--- src/rtl/booth_seq_mult.sv ---
// booth_seq_mult: sequential radix-2 Booth multiplier for signed operands
// Ports: clk, rst (async, active-high), start, multiplicand[N], multiplier[N]
//        -> product[2N] (registered, held), done (1-cycle pulse), busy, shift_en
// Option: define BOOTH_ZERO_SKIP_EN to finish a zero-operand request straight
//         from IDLE with product 0 and no iterations.
module booth_seq_mult #(
  parameter int N = 8
) (
  input  logic           clk,
  input  logic           rst,
  input  logic           start,
  input  logic [N-1:0]   multiplicand,
  input  logic [N-1:0]   multiplier,
  output logic [2*N-1:0] product,
  output logic           done,
  output logic           busy,
  output logic           shift_en
);
  localparam int CW = $clog2(N + 1);
  typedef enum logic [1:0] {IDLE, RUN, DONE} state_t;
  state_t        state_q, state_d;
  logic [N:0]    a_q, a_d, m_q, m_d, sum;
  logic [N-1:0]  q_q, q_d;
  logic          q1_q, q1_d;
  logic [CW-1:0] count_q, count_d;
  logic [2*N-1:0] product_q, product_d;
  // A and M carry one guard bit so that negating M = -2^(N-1) cannot overflow.
  assign sum = ({q_q[0], q1_q} == 2'b01) ? a_q + m_q :
               ({q_q[0], q1_q} == 2'b10) ? a_q - m_q : a_q;
  // RUN holds one extra cycle at count 0 to register the result; no shift then.
  assign shift_en = (state_q == RUN) && (count_q != '0);
  assign busy     = state_q != IDLE;
  assign done     = state_q == DONE;
  assign product  = product_q;
  always_comb begin
    state_d   = state_q;
    a_d       = a_q;
    m_d       = m_q;
    q_d       = q_q;
    q1_d      = q1_q;
    count_d   = count_q;
    product_d = product_q;
    unique case (state_q)
      IDLE: if (start) begin
`ifdef BOOTH_ZERO_SKIP_EN
        if (multiplicand == '0 || multiplier == '0) begin
          product_d = '0;
          state_d   = DONE;
        end else begin
          m_d     = {multiplicand[N-1], multiplicand};
          q_d     = multiplier;
          a_d     = '0;
          q1_d    = 1'b0;
          count_d = CW'(N);
          state_d = RUN;
        end
`else
        m_d     = {multiplicand[N-1], multiplicand};
        q_d     = multiplier;
        a_d     = '0;
        q1_d    = 1'b0;
        count_d = CW'(N);
        state_d = RUN;
`endif
      end
      RUN: if (count_q != '0) begin
        a_d     = {sum[N], sum[N:1]};
        q_d     = {sum[0], q_q[N-1:1]};
        q1_d    = q_q[0];
        count_d = count_q - CW'(1);
      end else begin
        product_d = {a_q[N-1:0], q_q};
        state_d   = DONE;
      end
      DONE: state_d = IDLE;
      default: state_d = IDLE;
    endcase
  end
  always_ff @(posedge clk or posedge rst) begin
    if (rst) begin
      state_q   <= IDLE;
      a_q       <= '0;
      m_q       <= '0;
      q_q       <= '0;
      q1_q      <= 1'b0;
      count_q   <= '0;
      product_q <= '0;
    end else begin
      state_q   <= state_d;
      a_q       <= a_d;
      m_q       <= m_d;
      q_q       <= q_d;
      q1_q      <= q1_d;
      count_q   <= count_d;
      product_q <= product_d;
    end
  end
endmodule
--- config.mk ---
export PLATFORM = sky130hd
export DESIGN_NAME = booth_seq_mult
export DESIGN_NICKNAME = d
export VERILOG_FILES = /design/src/rtl/booth_seq_mult.sv
export SDC_FILE = /design/constraint.sdc
export NUM_CORES = 1
export LEC_CHECK = 0
export ABC_AREA = 1
export CORE_MARGIN = 2
export CORE_UTILIZATION = 40
export DETAILED_ROUTE_END_ITERATION = 16
export REMOVE_ABC_BUFFERS = 1
export SETUP_SLACK_MARGIN = 0.2
export SKIP_LAST_GASP = 1
export SLEW_MARGIN = 10
export SYNTH_ARGS = -nofsm -noshare
export SYNTH_HDL_FRONTEND = slang
export SYNTH_SLANG_ARGS = --single-unit
--- constraint.sdc ---
create_clock -name clk -period 5 [get_ports clk]
set_input_delay 0.75 -clock clk [delete_from_list [all_inputs] [get_ports clk]]
set_output_delay 0.75 -clock clk [all_outputs]
set_load 0.03 [all_outputs]
# After elaboration in Yosys (flattened, before gate mapping)

Cells that the tools add are included.

Flip-flop bits (word level): 48
Input port bits: 19
Memory bits (read-only): 0
Memories: 0
Output and inout port bits: 19
RAM bits: 0
Bits in latches: 0

$add $sub $neg: 3
Muxes and demuxes: 17
Bitwise operators: 1
Divide/modulo/power cells: 0
Shift-type cells: 0
Eq/ne operators: 7
Multipliers: 0
Reductions and logical operators: 9
Magnitude comparators: 0

Operators with widths:

| kind                                                  | number |
|---|---|
| 2-to-1 mux 9 bit                                      | 4 |
| case mux 9 bit (2 select lines)                       | 1 |
| 2-to-1 mux 8 bit                                      | 2 |
| case mux 8 bit (2 select lines)                       | 1 |
| adder 9 bit                                           | 1 |
| subtractor 9 bit                                      | 1 |
| 2-to-1 mux 4 bit                                      | 2 |
| case mux 4 bit (2 select lines)                       | 1 |
| AND reduction 2 bit                                   | 3 |
| equality test 2 x 1 -> 1 bit, second input constant   | 2 |
| equality test 2 bit, second input constant            | 2 |
| 2-to-1 mux 2 bit                                      | 2 |
| inequality test 2 bit, second input constant          | 2 |
| case mux 2 bit (2 select lines)                       | 1 |
| nonzero test 2 bit                                    | 2 |
| nonzero test 4 bit                                    | 1 |
| subtractor 4 x 1 -> 4 bit, second input constant      | 1 |
| AND reduction 3 bit                                   | 1 |
| zero test 2 bit                                       | 1 |
| 2-to-1 mux 1 bit                                      | 2 |
| inequality test 2 x 1 -> 1 bit, second input constant | 1 |
| case mux 1 bit (2 select lines)                       | 1 |
| logical AND 1 bit                                     | 1 |
| NOT 1 bit                                             | 1 |

# Logic depth before layout (Yosys ltp)

Depth after elaboration: 5
Mapped depth: 13

# Worst setup path before layout

No wires, ideal clock.

Path type: flip-flop to output port
From: register count_q[0]
To: output shift_en
Required time: 4.250 ns
Slack: 3.214 ns
Stages on the path, launching flop included: 7
Arrival: 1.036 ns
Cell sequence: dfrtp_1 -> inv_1 -> ha_1 -> nand2_1 -> nand2_4 -> buf_6 -> inv_6

Longest elaborated chain between the ends: 2

Ends and longest elaborated chain:

| what                   | line | text |
|---|---|---|
| start, declared        | 25   | `logic [CW-1:0] count_q, count_d;` |
| start signal, assigned | 94   | `count_q <= count_d;` |
| nonzero test 4 bit     | 31   | `assign shift_en = (state_q == RUN) && (count_q != '0);` |
| logical AND 1 bit      | 31   |  |
| end, declared          | 17   | `output logic shift_en` |

No other way between the ends.

# Worst setup path after layout

Same ends and word-level chain as after synthesis.

==> reports/results.tsv <==
metric	value	unit
status	finished, final reports clean	
die area	0.00791	mm2
WP data required	4250	ps
clk_skew	6.62	ps
Period minus WS final	2780	ps
GRT overflow	0	
clock transition at the registers of the reported paths	90	ps
Core Area	0.00691	mm2
Iteration-0 DRC Markers	198	
Netlist cell types	33	
Synth area leader	dfrtp_1	
clock root buffer master	clkbuf_8	
part of the Yosys area used for sequential elements	40.7	%
Post-CTS Setup Inserts	0	
fin crit share	55.7	%
H-Tree Depth	2	
final wirelength	6480	um
Hold-fix buffers, CTS	0	
combinational power share	62.3	%
Setup violations, final	0	
clock latency on the worst-skew pair	300	ps
fill count	694	
Async SR Flop Fraction	100	%
global-route wire length before repair	11100	um
critical path class	register to primary output	
Min-Delay Path Depth	2	
DR WL/cell	13.1	um
EDFF count, synth	0	
data arrival time at the worst-slack endpoint	2030	ps
Fin. Hold Viols	0	
maximum operating frequency	359	MHz
leakage	1.70	nW
met3 usage	2.68	%
worst hold slack	478	ps
Layout area overhead	17.7	%
Ports	38	
pin count of the biggest net entering global routing	48	
register area	0.00118	mm2
routed vias/inst	4.88	
GRT Total Usage	18.0	%
Die Height	89.0	um
TritonCTS Buffers	5	
antenna cell count	0	
Post-CTS Resized	0	
Psw	1.34	mW
routed vias	2421	
placed cell area	0.00326	mm2
synthesized area	0.00289	mm2
detailed placer's ending HPWL	4790	um
layer carrying the most global-route usage	met2	
syn avg cell area	7.82	um2
Final Instance Area	0.00340	mm2
share of cells above drive strength 1	7.25	%
Cell Int Power	1.37	mW
row count	30	
Final WS setup	2220	ps
share of the synthesized area in the top cell type	40.7	%
CP startpoint kind	register	
Power Density	795	mW/mm2
GR Util met1	25.5	%
worst slack at placement	2560	ps
Setup crit end kind	primary output	
worst-path maximum fanout	11	
met2 GRT Util	29.0	%
CTS tree	built	
#FFs+latches synth	47	
Worst-Margin Slew	977	ps
maximum VDD drop	0.000364	V
initial antenna violation count	0	
total negative slack	0	ps
TritonCTS Sinks	47	
CTS max path bufs	2	
Detail Route Antenna Nets	0	
Die Width	89.0	um
synth top area cells	dfrtp_1 41%, nand2_1 13%, ha_1 7.4%, inv_1 7.2%, nand3_1 4.3%	
top-count cell post-synth	nand2_1	
DR pass1 iterations	4	
initial core utilization	41.8	%
Sequential Power Share	25.3	%
Top FF cell, synth	dfrtp_1	
RSZ-0062 raised after global routing	false	
NumNets Final	437	
fin. max-slew vios	0	
Port-buffer cells	37	
vias in the first global route	2301	
multi-input combinational cell area	0.00136	mm2
DR DRC count	0	
Syn Inst Count	369	
Clock Power Share	12.3	%
R2R depth	12	
Post-synth top cells	97 x nand2_1, 55 x inv_1, 47 x dfrtp_1	
max_cap viols	0	
GP Congestion	0.903	
Slew HR	34.8	%
worst hold path class	register to register	
switch share	49.5	%
Ys Warns	0	
-- power by group through the flow --
| stage | sequential, mW | clock [mW] | combinational (mW) |
|---|---|---|---|
| 2_1_floorplan | 0.786 | 0 | 1.11 |
| 3_3_place_gp | 0.686 | 0 | 1.65 |
| 3_5_place_dp | 0.694 | 0 | 1.67 |
| 4_1_cts | 0.686 | 0.338 | 1.69 |
| 5_1_grt | 0.709 | 0.354 | 1.91 |
| 6_report | 0.684 | 0.334 | 1.68 |
-- cells in the final DEF (no fill, tap or decap), types with 2 or more instances in the layout --
cell / instances
nand2_1: 97
inv_1: 54
dfrtp_1: 47
clkdlybuf4s50_1: 37
nand3_1: 25
nor2_1: 20
o21ai_0: 19
a21oi_1: 17
ha_1: 17
o21ai_1: 13
o211ai_1: 9
a21oi_2: 5
inv_2: 5
clkbuf_8: 5
nand2_4: 4
o22ai_1: 4
o21ai_2: 2
nand4_1: 2
fa_1: 2
bufinv_16: 2
-- critical path, cell delays in order (launching register included) --
cell,delay (ps)
dfrtp_1,330
inv_1,70
ha_1,230
nand2_1,170
nand2_4,160
inv_6,100
clkdlybuf4s50_1,670
-- layer usage --
layer | vias up | share of wire [%]
met2 | 43 | 48
met4 | 0 | 1.5
met1 | 1131 | 47
met3 | 9 | 4.0
li1 | 1238 | -
met5 | - | 0
-- stage by stage --
step           std cells  utilization (%)  power [mW]
2_1_floorplan        355                -        1.90
3_3_place_gp         488             47.3        2.34
3_5_place_dp         488             47.3        2.37
4_1_cts              496             49.2        2.71
5_1_grt              496             49.2        2.97
6_report             496             49.2        2.70
-- state kept, by name (all words and copies together) (netlist names) --
register,flops
a_q,8
count_q,4
m_q,8
product,16
q1_q,1
q_q,8
state_q,2
-- cell type report --
| class | instances | area share, % |
|---|---|---|
| multi-input cells | 247 | 40.1 |
| flip-flops and latches | 47 | 34.6 |
| repair buffers | 37 | 10.9 |
| inverters | 61 | 6.96 |
| well taps | 96 | 3.54 |
| clock buffers | 6 | 2.14 |
| clock inverters | 2 | 1.77 |
-- cell families (layout without fill, tap and decap cells) --
kind of cell / after synthesis / after routing / share of synthesized area, %
AO/OA/AOI/OAI: 72 / 72 / 14.7
XOR/XNOR: 1 / 1 / 0.303
AND/OR/NAND/NOR: 154 / 154 / 23.0
buffers and inverters: 75 / 106 / 12.1
adder cells (fa/ha/maj): 19 / 19 / 8.76
multiplexers: 1 / 1 / 0.390
flip-flops: 47 / 47 / 40.7
-- final timing paths --
kind	startpoint	endpoint	slack, ps
worst min-delay path	product[12]	product[12]	480
worst max-delay path	count_q[0]	shift_en	2220
max in group asynchronous	rst	product[0]	3410
worst max register to register	a_q[1]	a_q[7]	3070
min in group asynchronous	rst	a_q[4]	990
worst min register to register	product[12]	product[12]	480
No activity file was read; power rests on OpenSTA's default activity.
